===== src/rtl/cd_hps_sched.sv =====
// cd_hps_sched: command scheduler for the HPS CD link.
// Queues 96-bit CD commands, issues them one at a time to the HPS bridge by
// toggling hps_cd_in[96], matches each reply toggle on hps_cd_out[96] to the
// outstanding command, and abandons a command whose reply is late.
//
// Ports:
//   clk_sys      system clock, rising edge
//   reset_n      asynchronous active-low reset (release synchronised here)
//   cmd_data/cmd_valid/cmd_ready  command push interface
//   flush        drop queued commands and the outstanding one
//   rsp_data     last reply word, held between replies
//   rsp_valid    one-cycle pulse when rsp_data updates
//   rsp_unsol    with rsp_valid: reply arrived with nothing outstanding
//   rsp_timeout  one-cycle pulse when the outstanding command is abandoned
//   busy         a command is outstanding
//   pending      FIFO occupancy
//   hps_cd_in    to bridge: [95:0] command, [96] request toggle
//   hps_cd_out   from bridge: [95:0] reply, [96] reply toggle
module cd_hps_sched #(
    parameter int unsigned DEPTH   = 4,
    parameter logic [31:0] TIMEOUT = 32'd53_000_000
) (
    input  logic                   clk_sys,
    input  logic                   reset_n,
    input  logic [95:0]            cmd_data,
    input  logic                   cmd_valid,
    output logic                   cmd_ready,
    input  logic                   flush,
    output logic [95:0]            rsp_data,
    output logic                   rsp_valid,
    output logic                   rsp_unsol,
    output logic                   rsp_timeout,
    output logic                   busy,
    output logic [$clog2(DEPTH):0] pending,
    output logic [96:0]            hps_cd_in,
    input  logic [96:0]            hps_cd_out
);

    localparam int unsigned   AW   = $clog2(DEPTH);
    localparam logic [AW:0]   FULL = (AW+1)'(DEPTH);

    typedef enum logic [1:0] {
        S_PRIME,
        S_IDLE,
        S_WAIT
    } state_t;

    // Reset synchroniser: asserts asynchronously, releases after two edges.
    logic rst_meta_q;
    logic rst_sync_q;

    always_ff @(posedge clk_sys or negedge reset_n) begin
        if (!reset_n) begin
            rst_meta_q <= 1'b0;
            rst_sync_q <= 1'b0;
        end else begin
            rst_meta_q <= 1'b1;
            rst_sync_q <= rst_meta_q;
        end
    end

    state_t        state_q, state_d;
    logic          ack_q, ack_d;
    logic [95:0]   rsp_data_q, rsp_data_d;
    logic          rsp_valid_q, rsp_valid_d;
    logic          rsp_unsol_q, rsp_unsol_d;
    logic          rsp_timeout_q, rsp_timeout_d;
    logic [96:0]   cin_q, cin_d;
    logic [31:0]   cnt_q, cnt_d;
    logic [AW:0]   wr_q, wr_d;
    logic [AW:0]   rd_q, rd_d;
    logic [95:0]   mem_q [DEPTH];

    logic          new_ack;
    logic          flush_eff;
    logic          fifo_empty;
    logic          push;
    logic          pop;
    logic [95:0]   head;

    assign new_ack    = hps_cd_out[96] != ack_q;
    // flush is ignored during the PRIME cycle so the toggle baseline is taken cleanly.
    assign flush_eff  = flush && (state_q != S_PRIME);
    assign fifo_empty = (wr_q == rd_q);
    assign pending    = wr_q - rd_q;
    assign cmd_ready  = (pending != FULL);
    assign push       = cmd_valid && cmd_ready && !flush_eff;
    assign head       = mem_q[rd_q[AW-1:0]];

    always_ff @(posedge clk_sys) begin
        if (push) begin
            mem_q[wr_q[AW-1:0]] <= cmd_data;
        end
    end

    always_comb begin
        state_d       = state_q;
        ack_d         = ack_q;
        rsp_data_d    = rsp_data_q;
        rsp_valid_d   = 1'b0;
        rsp_unsol_d   = 1'b0;
        rsp_timeout_d = 1'b0;
        cin_d         = cin_q;
        cnt_d         = cnt_q;
        pop           = 1'b0;

        if (state_q == S_PRIME) begin
            ack_d   = hps_cd_out[96];
            state_d = S_IDLE;
        end else if (flush_eff) begin
            // A coincident reply still moves the baseline but is not reported.
            if (new_ack) begin
                ack_d = hps_cd_out[96];
            end
            state_d = S_IDLE;
        end else begin
            case (state_q)
                S_IDLE: begin
                    if (new_ack) begin
                        ack_d       = hps_cd_out[96];
                        rsp_data_d  = hps_cd_out[95:0];
                        rsp_valid_d = 1'b1;
                        rsp_unsol_d = 1'b1;
                    end else if (!fifo_empty) begin
                        pop     = 1'b1;
                        cin_d   = {~cin_q[96], head};
                        cnt_d   = TIMEOUT;
                        state_d = S_WAIT;
                    end
                end
                S_WAIT: begin
                    if (new_ack) begin
                        ack_d       = hps_cd_out[96];
                        rsp_data_d  = hps_cd_out[95:0];
                        rsp_valid_d = 1'b1;
                        state_d     = S_IDLE;
                    end else if (TIMEOUT != 32'd0 && cnt_q == 32'd1) begin
                        rsp_timeout_d = 1'b1;
                        state_d       = S_IDLE;
                    end else begin
                        cnt_d = cnt_q - 32'd1;
                    end
                end
                default: state_d = S_IDLE;
            endcase
        end
    end

    always_comb begin
        wr_d = wr_q;
        rd_d = rd_q;
        if (flush_eff) begin
            rd_d = wr_q;
        end else begin
            if (push) begin
                wr_d = wr_q + (AW+1)'(1);
            end
            if (pop) begin
                rd_d = rd_q + (AW+1)'(1);
            end
        end
    end

    always_ff @(posedge clk_sys or negedge rst_sync_q) begin
        if (!rst_sync_q) begin
            state_q       <= S_PRIME;
            ack_q         <= 1'b0;
            rsp_data_q    <= '0;
            rsp_valid_q   <= 1'b0;
            rsp_unsol_q   <= 1'b0;
            rsp_timeout_q <= 1'b0;
            cin_q         <= '0;
            cnt_q         <= '0;
            wr_q          <= '0;
            rd_q          <= '0;
        end else begin
            state_q       <= state_d;
            ack_q         <= ack_d;
            rsp_data_q    <= rsp_data_d;
            rsp_valid_q   <= rsp_valid_d;
            rsp_unsol_q   <= rsp_unsol_d;
            rsp_timeout_q <= rsp_timeout_d;
            cin_q         <= cin_d;
            cnt_q         <= cnt_d;
            wr_q          <= wr_d;
            rd_q          <= rd_d;
        end
    end

    assign rsp_data    = rsp_data_q;
    assign rsp_valid   = rsp_valid_q;
    assign rsp_unsol   = rsp_unsol_q;
    assign rsp_timeout = rsp_timeout_q;
    assign busy        = (state_q == S_WAIT);
    assign hps_cd_in   = cin_q;

endmodule


===== config.mk =====
export PLATFORM = sky130hd
export DESIGN_NAME = cd_hps_sched
export DESIGN_NICKNAME = d
export VERILOG_FILES = /design/src/rtl/cd_hps_sched.sv
export SDC_FILE = /design/constraint.sdc
export NUM_CORES = 1
export LEC_CHECK = 0
export BUFFER_PORTS_ARGS = -buffer_cell sky130_fd_sc_hd__buf_2
export CAP_MARGIN = 25
export CORE_MARGIN = 8
export CORE_UTILIZATION = 30
export CTS_CLUSTER_DIAMETER = 40
export DETAILED_ROUTE_END_ITERATION = 7
export GPL_TIMING_DRIVEN = 0
export PLACE_DENSITY = 0.52
export SLEW_MARGIN = 0
export SYNTH_ARGS = -nofsm -noshare
export SYNTH_HDL_FRONTEND = slang
export SYNTH_SLANG_ARGS = --single-unit

===== constraint.sdc =====
create_clock -name clk_sys -period 8.4 [get_ports clk_sys]
set_input_delay 0.42 -clock clk_sys [delete_from_list [all_inputs] [get_ports clk_sys]]
set_output_delay 0.42 -clock clk_sys [all_outputs]
set_load 0.005 [all_outputs]

==> metrics.txt <==
status completed; Critical Path RT 8890 ps; dpl hpwl 41900 microns; WL met3 4940 microns; Max Cap Viol 0; DRC viols 0; post-synthesis mux area share 14.2%; Core ar. 77500 sq um; nets@finish 2298; vias 14423; Post-Route WL 62300 microns; Post-synth ARST share 38.4%; compound-gate portion of the synthesized area 1.44%; Reg2Reg Depth 11; CTS tree done; initial antenna violation count 6; worst-path fanout max 10; H-tree depth reported by CTS 3; Slew Limit Fails 0; Reg2Reg Capture Point hps_cd_in[0]$_DFFE_PN0P_; largest net degree at the start of global routing 69; min Tclk post-route 4780 ps; CP Capture Type register; Synth cell types 47; synth-to-layout area growth 38.7%; predominant post-synthesis flop cell edfxtp_1; CP Launch Type register; insertion delay to the later sink of the worst-skew pair 630 ps; deepest clock path buffer count 3; layout cells sized above 1 37.1%; Design Power 11.7 mW; P per Cell Area 360 nW/um^2; Hold Crit Class in2reg; first-pass detailed-route iteration total 5; 1st-iter DRT viols 632; fin util 42.1%; Hold EP ack_q$_DFFE_PN0P_; Starting Density 30.3%; Peak Freq 209 MHz; leakage power 13.0 nW; Final Skew 27.9 ps; top cells by count, synth edfxtp_1 (384), nand2_1 (302), dfrtp_1 (239); routability cong. 0.861; TritonCTS Sinks 623; vias per cell 4.48; largest family of logic cells by synthesized area multiplexers; setup slack, reg-to-reg 3620 ps; final setup vio count 0; DRT met1 WL 25100 microns; Hold Crit Start hps_cd_out[96]; R2R Path Start rd_q[1]$_DFFE_PN0P_; Antenna Violating Nets Remaining 0; Tcrit/Tclk final 57.0%; first-pass GRT wire length 92900 microns; Worst-path clk slew 50 ps; Mapped Area 23500 sq um; critical path type reg2reg; Worst Max-Slew Pin Slew 912 ps; Synth Instances 1381; root buf cell clkbuf_16; total CTS buffers 99; gr usage total 13.9%; Yosys top cell area share 49.1%; WL met2 30300 microns; Seq cells post-synth 623; number of global-route vias before repair 15581; XOR/XNOR share of the synthesized area 0.410%; GRT Residual Overflow 0; highest routing layer actually used met5; port bufs 397; YS warnings 0; Slew headroom 39.2%; Syn Area/Cell 17.0 sq um; post-CTS sizing 0; drt wl/cell 19.4 microns; count leader, synth edfxtp_1; unrepaired setup endpoints after global routing no; Synth Area in Simple Gates 7.45%; Die X 296 microns; Synth area leader edfxtp_1; Critical Path Source rd_q[1]$_DFFE_PN0P_; IO Count 398; Worst EP arrival 5280 ps; top cells by area, synth edfxtp_1 (49%), dfrtp_1 (25%), mux4_2 (9.2%); Adder-Cell Fraction of Synth Area 0.724%; hold violation count in the final report 0; row cnt 102; setup bufs post-CTS 0; Peak VDD IR 0.173 mV; Seq/Total Area, Yosys 74.5%; die area 87500 sq um; Die Ht 296 microns; worst hold stages 2; Post-synth EDFFs 384; Mapped Nets 1591
==> logic make-up (layout without fill, tap and decap cells) <==
logic type               after synthesis  in the layout
AND/OR/NAND/NOR                      404            404
other                                  1              4
XOR/XNOR                              11             11
flip-flops                           623            623
adder cells (fa/ha/maj)               13             13
multiplexers                         201            201
AO/OA/AOI/OAI                         55             55
buffers and inverters                 73            866
==> through the flow <==
step                      worst slack (ps)  setup TNS [ps]  hold WS, ps  instance area (sq um)  cells
after CTS                             3460               0         7.44                  32500   3209
after floorplan                       1250               0          124                  23500   1381
after global placement               -2870         -670420          205                  26800   2818
final                                 3620               0         60.7                  32600   3217
after detailed placement              3480               0          209                  27200   2836
after global routing                  3200               0         37.2                  32600   3216
==> registers in the layout, indices dropped and copies added (netlist names) <==
| register | flops |
|---|---|
| ack_q | 1 |
| rsp_data | 96 |
| wr_q | 3 |
| rst_sync_q | 1 |
| rsp_timeout | 1 |
| rsp_valid | 1 |
| state_q | 2 |
| rd_q | 3 |
| hps_cd_in | 97 |
| mem_q | 384 |
| rst_meta_q | 1 |
| cnt_q | 32 |
| rsp_unsol | 1 |
==> placed cells by master (no fill, tap or decap), types with 5 or more instances in the layout <==
cell,n
nand2b_1,5
inv_8,7
dlygate4sd3_1,186
xor2_1,7
a21oi_1,13
inv_1,10
mux2_2,97
buf_1,11
clkinv_2,18
o31ai_1,10
edfxtp_1,384
inv_6,10
clkinvlp_4,16
buf_8,7
ha_1,12
or4_1,14
mux2i_1,8
buf_6,5
nand2_1,302
nor4_1,9
clkinv_4,9
nor3_1,5
nand3_1,14
buf_16,11
buf_2,399
nor2_1,14
mux4_2,96
clkbuf_1,54
clkbuf_16,101
or3_1,20
bufinv_16,11
o21ai_0,19
dfrtp_1,238
==> area by class of cell <==
| cell class | count | area, sq um |
|---|---|---|
| Multi-Input combinational cell | 685 | 5700 |
| Tap cell | 1040 | 1300 |
| Fill cell | 6992 | 44900 |
| Buffer | 62 | 246 |
| Sequential cell | 623 | 17500 |
| Clock buffer | 112 | 2610 |
| Clock inverter | 75 | 833 |
| Timing Repair Buffer | 606 | 4320 |
| Inverter | 11 | 41.3 |
| Antenna cell | 3 | 7.51 |
==> per-layer routing <==
metal,vias up,global-route usage [%]
met1,7214,16.8
met4,6,4.76
met5,-,0
met3,124,4.21
met2,458,23.4
li1,6621,-
==> where the power goes <==
part,total (mW),internal (mW),switching (mW),leakage [nW]
clock,4.13,2.61,1.52,1.66
combinational,3.15,1.49,1.66,4.98
sequential,4.44,4.10,0.333,6.40
==> worst max path at each step <==
stage,slack [ps],cells past startpoint,end
finish,3620,11,hps_cd_in[0]$_DFFE_PN0P_
global route,3200,11,hps_cd_in[2]$_DFFE_PN0P_
CTS,3460,11,hps_cd_in[0]$_DFFE_PN0P_
detailed placement,3480,11,hps_cd_in[6]$_DFFE_PN0P_
global placement,-2870,0,rsp_data[87]$_DFFE_PN0P_
floorplan,1250,0,ack_q$_DFFE_PN0P_
==> worst max-delay path, cell delays in order, from the launching register on <==
cell      delay [ps]
dfrtp_1          410
clkbuf_1         490
clkbuf_1         640
buf_1            640
inv_1            100
ha_1             350
nand2_1           70
o211ai_1         150
clkbuf_1         550
buf_8            230
clkbuf_1         580
mux2_2           400
==> repair_timing <==
action,4_1_cts,5_1_grt
endpoints found under the setup margin,0,0
endpoints found under the hold margin,475,0
hold buffers,186,0
No activity file was read; power rests on OpenSTA's default activity.
